## src/rtl/button_parser_pkg.sv

```systemverilog
// Shared definitions for the button_parser slice: per-button state encoding and
// a sizing helper for the per-button tick counters.
package button_parser_pkg;

    localparam logic [1:0] IDLE         = 2'd0;
    localparam logic [1:0] PRESS1       = 2'd1;
    localparam logic [1:0] GAP          = 2'd2;
    localparam logic [1:0] WAIT_RELEASE = 2'd3;

    typedef enum logic [1:0] {
        StIdle        = IDLE,
        StPress1      = PRESS1,
        StGap         = GAP,
        StWaitRelease = WAIT_RELEASE
    } state_e;

    function automatic int unsigned max(input int unsigned a, input int unsigned b);
        return (a > b) ? a : b;
    endfunction

endpackage

```

## src/rtl/button_event_fsm.sv

```systemverilog
// One button's event classifier: turns press/release timing, measured in shared
// prescaler ticks, into registered single-cycle short/double/long pulses.
module button_event_fsm
    import button_parser_pkg::*;
#(
    parameter int unsigned LONG_TICKS   = 800,
    parameter int unsigned DOUBLE_TICKS = 250
) (
    input  logic clk,
    input  logic rst,
    input  logic tick,
    input  logic button,
    output logic short_press,
    output logic double_press,
    output logic long_press
);

    localparam int unsigned CNT_W = $clog2(max(LONG_TICKS, DOUBLE_TICKS) + 1);
    localparam logic [CNT_W-1:0] CntMax  = '1;
    localparam logic [CNT_W-1:0] LongCnt = CNT_W'(LONG_TICKS);
    localparam logic [CNT_W-1:0] GapCnt  = CNT_W'(DOUBLE_TICKS);

    state_e           state_q, state_d;
    logic [CNT_W-1:0] cnt_q, cnt_d, cnt_inc;
    logic             short_q, short_d;
    logic             double_q, double_d;
    logic             long_q, long_d;

    assign cnt_inc = (cnt_q == CntMax) ? cnt_q : cnt_q + 1'b1;

    // Release beats the long threshold and a second press beats the gap timeout,
    // because the button checks come before the tick checks.
    always_comb begin
        state_d  = state_q;
        cnt_d    = cnt_q;
        short_d  = 1'b0;
        double_d = 1'b0;
        long_d   = 1'b0;
        unique case (state_q)
            StIdle: begin
                if (button) begin
                    state_d = StPress1;
                    cnt_d   = '0;
                end
            end
            StPress1: begin
                if (!button) begin
                    state_d = StGap;
                    cnt_d   = '0;
                end else if (tick) begin
                    cnt_d = cnt_inc;
                    if (cnt_inc == LongCnt) begin
                        state_d = StWaitRelease;
                        long_d  = 1'b1;
                    end
                end
            end
            StGap: begin
                if (button) begin
                    state_d  = StWaitRelease;
                    double_d = 1'b1;
                end else if (tick) begin
                    cnt_d = cnt_inc;
                    if (cnt_inc == GapCnt) begin
                        state_d = StIdle;
                        short_d = 1'b1;
                    end
                end
            end
            StWaitRelease: begin
                if (!button) begin
                    state_d = StIdle;
                end
            end
            default: state_d = StWaitRelease;
        endcase
    end

    always_ff @(posedge clk) begin
        if (rst) begin
            state_q  <= StWaitRelease;
            cnt_q    <= '0;
            short_q  <= 1'b0;
            double_q <= 1'b0;
            long_q   <= 1'b0;
        end else begin
            state_q  <= state_d;
            cnt_q    <= cnt_d;
            short_q  <= short_d;
            double_q <= double_d;
            long_q   <= long_d;
        end
    end

    assign short_press  = short_q;
    assign double_press = double_q;
    assign long_press   = long_q;

endmodule

```

## src/rtl/button_parser.sv

```systemverilog
// Classifies each debounced button into short/double/long press pulses, with one
// tick prescaler shared by all per-button classifiers.
module button_parser
    import button_parser_pkg::*;
#(
    parameter int unsigned WIDTH        = 1,
    parameter int unsigned TICK_CNT_MAX = 125000,
    parameter int unsigned LONG_TICKS   = 800,
    parameter int unsigned DOUBLE_TICKS = 250
) (
    input  logic             clk,
    input  logic             rst,
    input  logic [WIDTH-1:0] debounced_signal,
    output logic [WIDTH-1:0] short_press,
    output logic [WIDTH-1:0] double_press,
    output logic [WIDTH-1:0] long_press
);

    localparam int unsigned TICK_W = $clog2(TICK_CNT_MAX);
    localparam logic [TICK_W-1:0] TickLast = TICK_W'(TICK_CNT_MAX - 1);

    logic [TICK_W-1:0] tick_cnt_q, tick_cnt_d;
    logic              tick;

    assign tick       = (tick_cnt_q == TickLast);
    assign tick_cnt_d = tick ? '0 : tick_cnt_q + 1'b1;

    always_ff @(posedge clk) begin
        if (rst) begin
            tick_cnt_q <= '0;
        end else begin
            tick_cnt_q <= tick_cnt_d;
        end
    end

    for (genvar i = 0; i < WIDTH; i++) begin : g_button
        button_event_fsm #(
            .LONG_TICKS   (LONG_TICKS),
            .DOUBLE_TICKS (DOUBLE_TICKS)
        ) u_fsm (
            .clk          (clk),
            .rst          (rst),
            .tick         (tick),
            .button       (debounced_signal[i]),
            .short_press  (short_press[i]),
            .double_press (double_press[i]),
            .long_press   (long_press[i])
        );
    end

endmodule

```

## config.mk

```make
export PLATFORM = sky130hd
export DESIGN_NAME = button_parser
export DESIGN_NICKNAME = d
export VERILOG_FILES = /design/src/rtl/button_parser_pkg.sv /design/src/rtl/button_event_fsm.sv /design/src/rtl/button_parser.sv
export SDC_FILE = /design/constraint.sdc
export NUM_CORES = 1
export LEC_CHECK = 0
export CAP_MARGIN = 30
export CORE_MARGIN = 4
export CORE_UTILIZATION = 50
export CTS_CLUSTER_SIZE = 20
export DETAILED_ROUTE_END_ITERATION = 7
export PLACE_DENSITY = 0.68
export SYNTH_ARGS = -nofsm -noshare
export SYNTH_HDL_FRONTEND = slang
export SYNTH_SLANG_ARGS = --single-unit
```

## constraint.sdc

```tcl
create_clock -name clk -period 5.4 [get_ports clk]
set_clock_uncertainty 0.2 [all_clocks]
set_input_delay 0.54 -clock clk [delete_from_list [all_inputs] [get_ports clk]]
set_output_delay 0.54 -clock clk [all_outputs]
set_load 0.02 [all_outputs]
```

; Yosys cells after proc, flatten, opt, wreduce, memory -nomap -nowiden
; Index checks and enable logic that the tools add are counted.
[totals]
reg_bits = 32
word_cells = 52
in_bits = 3
out_inout_bits = 3
[op_classes]
mux = 18
n_reduce_logical = 8
addsub = 2
n_bitwise = 4
n_eq_ne = 14
[ops]
columns = operator, n
row1 = 10-bit two-way mux, 5
row2 = 10-bit one-hot mux with 3 select lines, 1
row3 = 10-bit equality test (second input constant), 2
row4 = 17-bit by 1-bit adder with 17-bit output (second input constant), 1
row5 = 17-bit equality test (second input constant), 1
row6 = 2-bit two-way mux, 8
row7 = 10-bit by 1-bit adder with 10-bit output (second input constant), 1
row8 = 10-bit by 8-bit equality test with 1-bit output (second input constant), 1
row9 = 2-bit one-hot mux with 4 select lines, 1
row10 = 4-bit OR reduction, 2
row11 = 2-bit inequality test (second input constant), 3
row12 = 3-bit by 2-bit inequality test with 1-bit output (second input constant), 2
row13 = 3-bit inequality test (second input constant), 2
row14 = 6-bit AND reduction, 1
row15 = 2-bit equality test (second input constant), 2
row16 = 1-bit inverter, 4
row17 = 2-bit OR reduction, 2
row18 = 1-bit two-way mux, 3
row19 = 3-bit AND reduction, 1
row20 = 3-bit nonzero test, 1
row21 = 2-bit by 1-bit equality test with 1-bit output (second input constant), 1
row22 = 2-bit zero test, 1

; Longest topological paths before layout
; Gate-level depths: netlist of the first run.
[logic_depth]
word_depth = 7
mapped_depth = 8
depth_no_buf = 8

; Hierarchy
; Synthesis of the first run repeated with hierarchy kept, for this count alone.
[hier_totals]
hier_cells = 246
area_unflattened_um2 = 2024.4
[by_module_without_submodules]
columns = module, area_each_um2, cells_each, instances, seq_area_each_um2
row1 = button_event_fsm, 1223.7, 156, 1, 300.3
row2 = button_parser, 800.8, 90, 1, 340.3

; Worst setup path after synthesis of the first run
; OpenSTA, ideal clock, no wires.
[synth_path]
path_kind = flip-flop to flip-flop
start = register g_button[0].u_fsm.cnt_q[0]
end = register g_button[0].u_fsm.state_q[1]
arrival_time_ps = 2136
setup_time_ps = 120
required_time_ps = 5080
period_less_slack_ps = 2455
setup_slack_ps = 2945
path_stages_with_launch = 8
path_buffers = 0
path_cell_list = dfxtp_1 > ha_1 > or4b_1 > o22a_1 > o32ai_2 > a41oi_2 > o31a_1 > a211o_1
[synth_via]
elab_chain_len = 5
elab_cells_between_ends = 8
classes_between = add/sub: 1 / eq/ne: 5 / mux: 1 / reduce/logical: 1
[synth_rtl]
columns = element, line
row1 = "start, declared", button_event_fsm.sv:24  ; logic [CNT_W-1:0] cnt_q, cnt_d, cnt_inc;
row2 = "start signal, assigned", button_event_fsm.sv:88  ; cnt_q <= cnt_d;
row3 = 10-bit by 1-bit adder with 10-bit output or 10-bit equality test (tied branches), button_event_fsm.sv:29  ; assign cnt_inc = (cnt_q == CntMax) ? cnt_q : cnt_q + 1'b1;
row4 = 10-bit two-way mux *, button_event_fsm.sv:29
row5 = 10-bit equality test or 10-bit by 8-bit equality test with 1-bit output (tied branches), "button_event_fsm.sv:52, button_event_fsm.sv:64"
row6 = 3-bit by 2-bit inequality test with 1-bit output (no source line), n/a
row7 = 6-bit AND reduction (no source line) *, n/a
row8 = "end signal, assigned", button_event_fsm.sv:81  ; state_q <= StWaitRelease;
row9 = "end signal, assigned", button_event_fsm.sv:87  ; state_q <= state_d;
row10 = "end, declared", button_event_fsm.sv:23  ; state_e state_q, state_d;
; Every way passes the cells marked *; elsewhere a longest branch is shown, timed or not.
; A chain may end at the register's enable or synchronous reset.

; Worst setup path after layout of the first run
[layout_path]
start = register g_button[0].u_fsm.cnt_q[1]
end = register g_button[0].u_fsm.state_q[1]
; The elaborated chain is that of the path after synthesis.

==> results.md, run 1 <==
- The run finished with clean final reports.
- The terminus of the critical flop-to-flop path is g_button[0].u_fsm.state_q[1]$_SDFFE_PP1P_.
- The number of max-slew violations in the final report is 0.
- The total count of hold-check failures in the final report is 0.
- The initial core utilization is 52.6%.
- The overall routed net length is 3.80 mm.
- The die boundary height is 70.5 microns.
- For this run, the post-layout net count is 244.
- The clock reaches the later pin of the worst-skew pair after 280 ps.
- After routing, the total negative slack on setup checks comes to 0 ps.
- The flip-flop and latch count after synthesis is 32.
- The worst hold slack is 248 ps.
- The initial antenna violation count is 0.
- The H-tree generated during clock tree synthesis spans 2 levels.
- The synthesized net count is 246.
- The launching element type of the critical path is a register.
- Leaving out filler cells and counting taps, the final layout contains 283.
- The startpoint of the worst hold path is tick_cnt_q[0]$_SDFF_PP0_.
- The most common cell in the synthesized netlist is nor2_1.
- The floorplan step set the die width to 70.5 microns.
- Clock-pin slew was measured on the worst setup and hold paths at 70 ps.
- Once the clock tree was built, the setup fixing pass inserted 0 buffers.
- The detail route stage leaves a number of antenna-violating nets equal to 0.
- Averaged over all synthesized cells, the footprint is 8.28 sq um.
- The number of different library cells used by synthesis comes to 52.
- Detailed placement finished with a half-perimeter wire length of 2.68 mm.
- In this run the critical register-to-register path is launched from g_button[0].u_fsm.cnt_q[1]$_SDFFE_PP0P_.
- In the synthesized netlist, the cells that appear most often are nor2_1 (37), dfxtp_1 (32), nand2_1 (17), xnor2_1 (12), nand3_1 (11).
- Setup repair after global routing left no endpoint under its margin.
- The clock tree root driver cell is clkbuf_8.
- Dividing total power by cell area gives a power density of 281 mW/mm^2.
- The tightest min-delay check is of the reg2reg type.
- The slowest stage of the critical path is the dfxtp_1 cell.
- The filler cells instantiated in the layout total 346.
- The total core area is 0.00372 sq mm.
- The headroom to the max-slew limit is 59.0%.
- Among all flip-flop cells after synthesis, the most frequent one is dfxtp_1.
- TritonCTS built the clock tree.
- In this run the static leakage power is 0.722 nW.
- The sequential share of the synthesized area is 32.8%.
- The number of cells in the design after placement is 275.
- By area the synthesized netlist is led by dfxtp_1 (33%), nor2_1 (7.1%), xnor2_1 (5.4%).
- The clock drives 32 sinks.
- The met1 wire length is 1.79 mm.
- Row generation in the floorplan step produced 22 rows.
- Relative to the synthesized area, the layout overhead comes to 8.07%.
- The first routing iteration left 156 violations.
- In the routed design, unresolved DRC markers number 0.
- The maximum buffer depth of the clock tree is 2.
- At the end of routability-driven placement, the weighted congestion stood at 0.844.
- The post-synthesis cell type with the largest combined area is dfxtp_1.
- On the worst path, the slowest cell contributes a delay of 510 ps.
- The number of gates resized after CTS was 0.
- In this run the tool buffered the top-level ports with 5 buffer cells.
- Derived from the worst setup path, the maximum achievable clock frequency is 0.339 GHz.
- Buffers inserted during clock tree synthesis total 5.
- The first TritonRoute pass finished after 4 iterations.
- The synthesized cell area is 0.00195 sq mm.
- The floorplan die area is 0.00497 sq mm.
- The detailed-route vias per instance is 5.66.
- Traced cell by cell, the critical path runs through ha_1 -> nand3_1 -> or4b_1 -> a31oi_2 -> a41oi_2 -> o31a_1 -> a211o_1.
- The tool flagged a number of max-cap violations equal to 0.
- Of the cells placed in the final design, the portion with a size suffix greater than 1 is 8.09%.
- The area share of the leading cell type in the synthesized netlist is 32.8%.
- After detailed routing, the met3 layer carries 189 microns of wire.
- The worst setup path is captured at a register.
- Counting instances, the worst hold path has a depth of 1.
- Data arrives at the worst endpoint at 2930 ps.
- The number of global-route vias before repair is 1434.
- The path with the worst hold slack has its endpoint at tick_cnt_q[0]$_SDFF_PP0_.
- The data required time of the critical path is 5380 ps.
- Setup violations remaining at the end of the flow were counted as 0.
- The number of antenna diodes in the final layout is 0.
- The routed length on met2 is 1.75 mm.
- For this run, the total global-route usage over all layers was measured as 16.6%.
- The slew at the pin closest to its max-slew limit is 615 ps.
- The fraction of registers with async set/reset is 0%.
- In this run the top signal layer used is met4.
- The total number of yosys warnings is 0.
- IR analysis of the VDD net gives a maximum drop of 0.195 mV.
- For flop-to-flop paths, the worst setup slack is 2450 ps.
- The startpoint-to-endpoint class of the critical path is reg2reg.
- The maximum fanout encountered on the critical timing path is 14.
- The first global-routing pass estimated 6.66 mm of wire.
- The path depth of the worst reg2reg path is 7.
- In this run, post-CTS hold repair placed 0 buffers.
- After layout, the worst path uses 54.6% of the clock period.
- For this block, the via count after detailed routing is 1603.
- Synthesis handed over a netlist of 236 instances.
- Counting flops with a built-in enable in the synthesized netlist gives 0.
- The maximum number of pins on one net before global-route repair is 17.
- After detailed routing, the average wire length per cell comes to 13.4 microns.
- Pin placement for this block handled 6 I/O pins.
- The final critical-path required period is 2950 ps.
- The total congestion overflow is 0.
worst max path at each step:
stage	startpoint	endpoint	slack, ps	cells past startpoint
finish	g_button[0].u_fsm.cnt_q[1]$_SDFFE_PP0P_	g_button[0].u_fsm.state_q[1]$_SDFFE_PP1P_	2450	7
global route	g_button[0].u_fsm.cnt_q[1]$_SDFFE_PP0P_	g_button[0].u_fsm.state_q[1]$_SDFFE_PP1P_	2260	7
CTS	g_button[0].u_fsm.cnt_q[1]$_SDFFE_PP0P_	g_button[0].u_fsm.state_q[1]$_SDFFE_PP1P_	2470	7
detailed placement	g_button[0].u_fsm.cnt_q[1]$_SDFFE_PP0P_	g_button[0].u_fsm.state_q[1]$_SDFFE_PP1P_	2470	7
global placement	g_button[0].u_fsm.cnt_q[1]$_SDFFE_PP0P_	g_button[0].u_fsm.state_q[1]$_SDFFE_PP1P_	2530	7
floorplan	g_button[0].u_fsm.cnt_q[0]$_SDFFE_PP0P_	g_button[0].u_fsm.state_q[1]$_SDFFE_PP1P_	2940	7
routing by layer:
| metal | global-route usage, % | up-vias |
|---|---|---|
| li1 | - | 838 |
| met1 | 21.4 | 716 |
| met2 | 26.1 | 43 |
| met3 | 4.89 | 6 |
| met4 | 5.96 | 0 |
| met5 | 0 | - |
worst max-delay path: cells and delay by family (launching register included):
family | cells | cell delay, ps
AO/OA/AOI/OAI | 4 | 920
AND/OR/NAND/NOR | 2 | 700
flip-flops | 1 | 510
adder cells (fa/ha/maj) | 1 | 510
cells by family after synthesis:
group	Yosys count	share of synthesized area, %
buf+inv	20	4.42
simple gates	119	33.6
xor+xnor	19	8.52
compound gates	33	13.1
mux	6	3.14
flops	32	32.8
fa+ha+maj	7	4.48
flip-flops by register name, summed over array words and instances, names as in the netlist:
signal / flops
g_button.u_fsm.double_press: 1
g_button.u_fsm.cnt_q: 10
tick_cnt_q: 17
g_button.u_fsm.state_q: 2
g_button.u_fsm.short_press: 1
g_button.u_fsm.long_press: 1
layout by cell type (no fill, tap or decap), types with 7 or more instances in the layout:
| master | n |
|---|---|
| dfxtp_1 | 32 |
| nand3_1 | 11 |
| nand2_1 | 17 |
| ha_1 | 7 |
| nand4_1 | 7 |
| nor3_1 | 10 |
| xnor2_1 | 12 |
| xor2_1 | 7 |
| nor2_1 | 37 |
layout make-up:
cell class	count	area, sq um	share of cell area (%)
clock buffers	5	68.8	3.26
inverters	6	22.5	1.07
well taps	48	60.1	2.85
clock inverters	3	42.5	2.02
repair buffers	5	50.0	2.37
flip-flops and latches	32	641	30.3
multi-input cells	184	1230	58.1
metrics by stage:
stage / power, W / util, % / area, sq um / setup slack [ps]
floorplan: 0.000348 / - / 1950 / 2940
global placement: 0.000371 / 53.8 / 2000 / 2530
detailed placement: 0.000371 / 53.8 / 2000 / 2470
CTS: 0.000601 / 56.8 / 2110 / 2470
global route: 0.000626 / 56.8 / 2110 / 2260
finish: 0.000594 / 56.8 / 2110 / 2450
power by group:
part	leakage (nW)	internal, W	switching (W)
clock network	0.0541	0.000136	0.0000918
registers	0.259	0.000245	0.00000890
logic	0.409	0.0000451	0.0000665
total	0.722	0.000427	0.000167
Power figures use the tool's default switching activity.
==> run 2, diff against run 1 <==
clock period = 2.9 ns   (was 5.4 ns; I/O delays follow)
==> results.md, run 2 (synthesized netlist as in run 1, its figures left out) <==
- The TritonCTS clock tree is built.
- The number of CTS-inserted buffers is 5.
- The maximum fanout encountered on the critical timing path is 5.
- Counting flops per register, the top entry is tick_cnt_q.
- The largest voltage drop on the vdd net is 0.280 mV.
- Leaving out fill and tap cells, the most frequent cells in the layout are nor2_1 (37), dfxtp_1 (32), nand2_1 (17).
- The detailed-route vias per instance is 5.77.
- The total count of hold-check failures in the final report came to 0.
- Across the run, the number of max-cap violations was 0.
- The clock passes through at most 2 buffers.
- The global-route wire length before repair is 6.66 mm.
- The diode insertion count for antenna repair is 0.
- The insertion delay of the later-clocked pin in the worst-skew pair is 280 ps.
- During placement, the flow inserted port buffers numbering 5.
- STA classifies the critical path endpoint as a register.
- In the global route stage, overall resource usage came out at 16.4%.
- For the pin with the worst max-slew slack, the measured transition is 586 ps.
- The sequential cell area is 641 sq um.
- Entering global routing, the biggest net connects 17 pins.
- Setup repair after global routing left no endpoint under its margin.
- The worst setup path is launched from a register.
- The final instance count without filler cells is 286.
- CTS placed an instance of clkbuf_8 at the clock tree root.
- The die boundary height is 70.5 microns.
- Final hold analysis gives a worst-case slack of 257 ps.
- Across all register-to-register paths, the minimum setup slack is 310 ps.
- The via total after detailed routing is 1649.
- Setup violations remaining at the end of the flow were counted as 0.
- In this run the power density over the cells is 477 mW/mm^2.
- In the final routed layout, each cell accounts on average for 13.3 microns.
- The tree built by TritonCTS fans out to 32 sinks.
- The routability-driven placement congestion ratio is 0.896.
- The number of nets in the layout is 248.
- The smallest clock period supported by the final layout is computed as 2590 ps.
- The initial utilization of the core area, before any placement, comes to 52.6%.
- After detailed routing, the number of remaining DRC violations is 0.
- For this run the aggregate overflow at the end of global routing stands at 0.
- The number of nets still failing antenna checks after routing is 0.
- The internal power of the cells totals 0.000705 W.
- The floorplan step set the die width to 70.5 microns.
- The relative contribution of the clock network to total power is 32.1%.
- The path type of the worst min-delay path is reg2reg.
- The run finished with clean final reports.
- At the worst endpoint, the required time is 2880 ps.
- The register with the most flip-flops in the layout has 17 of them.
- Fill cells in the final layout number 354.
- Dividing the final minimum period by the clock period gives 89.2%.
- The detailed-placement wirelength estimate is 2.80 mm.
- The startpoint-to-endpoint class of the critical path is reg2reg.
- The detailed router finished its first iteration with 163 violations.
- The combinational cell fraction of total power is 20.7%.
- The I/O pin count is 6.
- The leakage dissipation is 0.730 nW.
- The library cell used most frequently in the layout, excluding fill and tap cells, is nor2_1.
- Including well taps, the total number of placed cells is 279.
- The share of post-route cells with drive strength above 1 is 8.82%.
- In this run the core area contains 22 standard-cell rows.
- After clock tree synthesis, the clock-pin slew on the worst setup and hold paths is 70 ps.
- The maximum frequency from static timing analysis is 0.386 GHz.
- STA puts the critical path data arrival time at 2570 ps.
- The number of max-slew violations in the final report was 0.
- After floorplanning, the core was sized to cover 0.00372 sq mm.
- The overall routed net length is 3.81 mm.
- The relative area change from synthesis to final layout is 7.88%.
- The H-tree generated during clock tree synthesis spans 2 levels.
- The reported net switching power is 0.000301 W.
- For this run, the detailed router's first-pass iteration total came to 4.
- The largest registers in the layout are tick_cnt_q x17, g_button.u_fsm.cnt_q x10, g_button.u_fsm.state_q x2.
- After clock tree synthesis, the setup repair step added 0 buffers.
- The headroom to the max-slew limit is 61.0%.
- The multi-input combinational cell area is 0.00123 sq mm.
- The number of global-route vias before repair is 1485.
- Registers are responsible for 47.2% of the overall power.
- The initial antenna violation count came to 0.
- Once the clock tree was built, the resizer swapped 0 gates to a different size.
- The switching portion of total power is 29.9%.
- The floorplan die area is 0.00497 sq mm.
- The number of hold-repair buffers added at the cts stage is 0.
- The aggregate negative setup slack is 0 ps.
[run 2: changes by cell type in the layout (fill, tap and decap cells not counted), sizes merged]
cell / previous run / this run
buf: 0 / 4
bufinv: 1 / 0
clkbuf: 5 / 6
clkinvlp: 1 / 0
[run 2: power groups by stage]
stage               clock, W  combinational (W)  sequential, W
floorplan                  0           0.000166       0.000481
global placement           0           0.000209       0.000484
detailed placement         0           0.000208       0.000484
CTS                 0.000334           0.000209       0.000475
global route        0.000353           0.000233       0.000477
finish              0.000323           0.000208       0.000475
[run 2: metrics by stage]
stage | utilization, % | total power [W] | worst slack, ps | cell area [sq um]
2_1_floorplan | - | 0.000647 | 445 | 1950
3_3_place_gp | 54.6 | 0.000693 | 356 | 2030
3_5_place_dp | 54.6 | 0.000692 | 318 | 2030
4_1_cts | 56.7 | 0.00102 | 301 | 2110
5_1_grt | 56.7 | 0.00106 | 117 | 2110
6_report | 56.7 | 0.00101 | 312 | 2110
[run 2: metal layers]
| metal | global-route usage, % | part of all wire, % | up-vias |
|---|---|---|---|
| met5 | 0 | 0 | - |
| met4 | 6.38 | 1.7 | 0 |
| met3 | 4.32 | 3.4 | 7 |
| met2 | 26.9 | 47 | 26 |
| met1 | 20.5 | 48 | 774 |
| li1 | - | - | 842 |
[run 2: final timing paths]
check | from | cells past startpoint | end
worst max-delay path | g_button[0].u_fsm.cnt_q[0]$_SDFFE_PP0P_ | 7 | g_button[0].u_fsm.state_q[1]$_SDFFE_PP1P_
worst max register to register | g_button[0].u_fsm.cnt_q[0]$_SDFFE_PP0P_ | 7 | g_button[0].u_fsm.state_q[1]$_SDFFE_PP1P_
worst min-delay path | tick_cnt_q[0]$_SDFF_PP0_ | 1 | tick_cnt_q[0]$_SDFF_PP0_
worst min register to register | tick_cnt_q[0]$_SDFF_PP0_ | 1 | tick_cnt_q[0]$_SDFF_PP0_
[run 2: critical path, cell delays in order (launching register included)]
cell and delay [ps]:
dfxtp_1 310, ha_1 350, or4b_1 480, o22a_1 200
o32ai_2 170, a41oi_2 190, o31a_1 320, a211o_1 250
[run 2: cell type report]
| type | count | share of cell area (%) |
|---|---|---|
| tap | 48 | 2.85 |
| inverter | 6 | 1.07 |
| clock buffer | 6 | 3.44 |
| multi-input combinational | 184 | 58.2 |
| timing repair buffer | 9 | 3.80 |
| sequential | 32 | 30.4 |
| clock inverter | 1 | 0.238 |
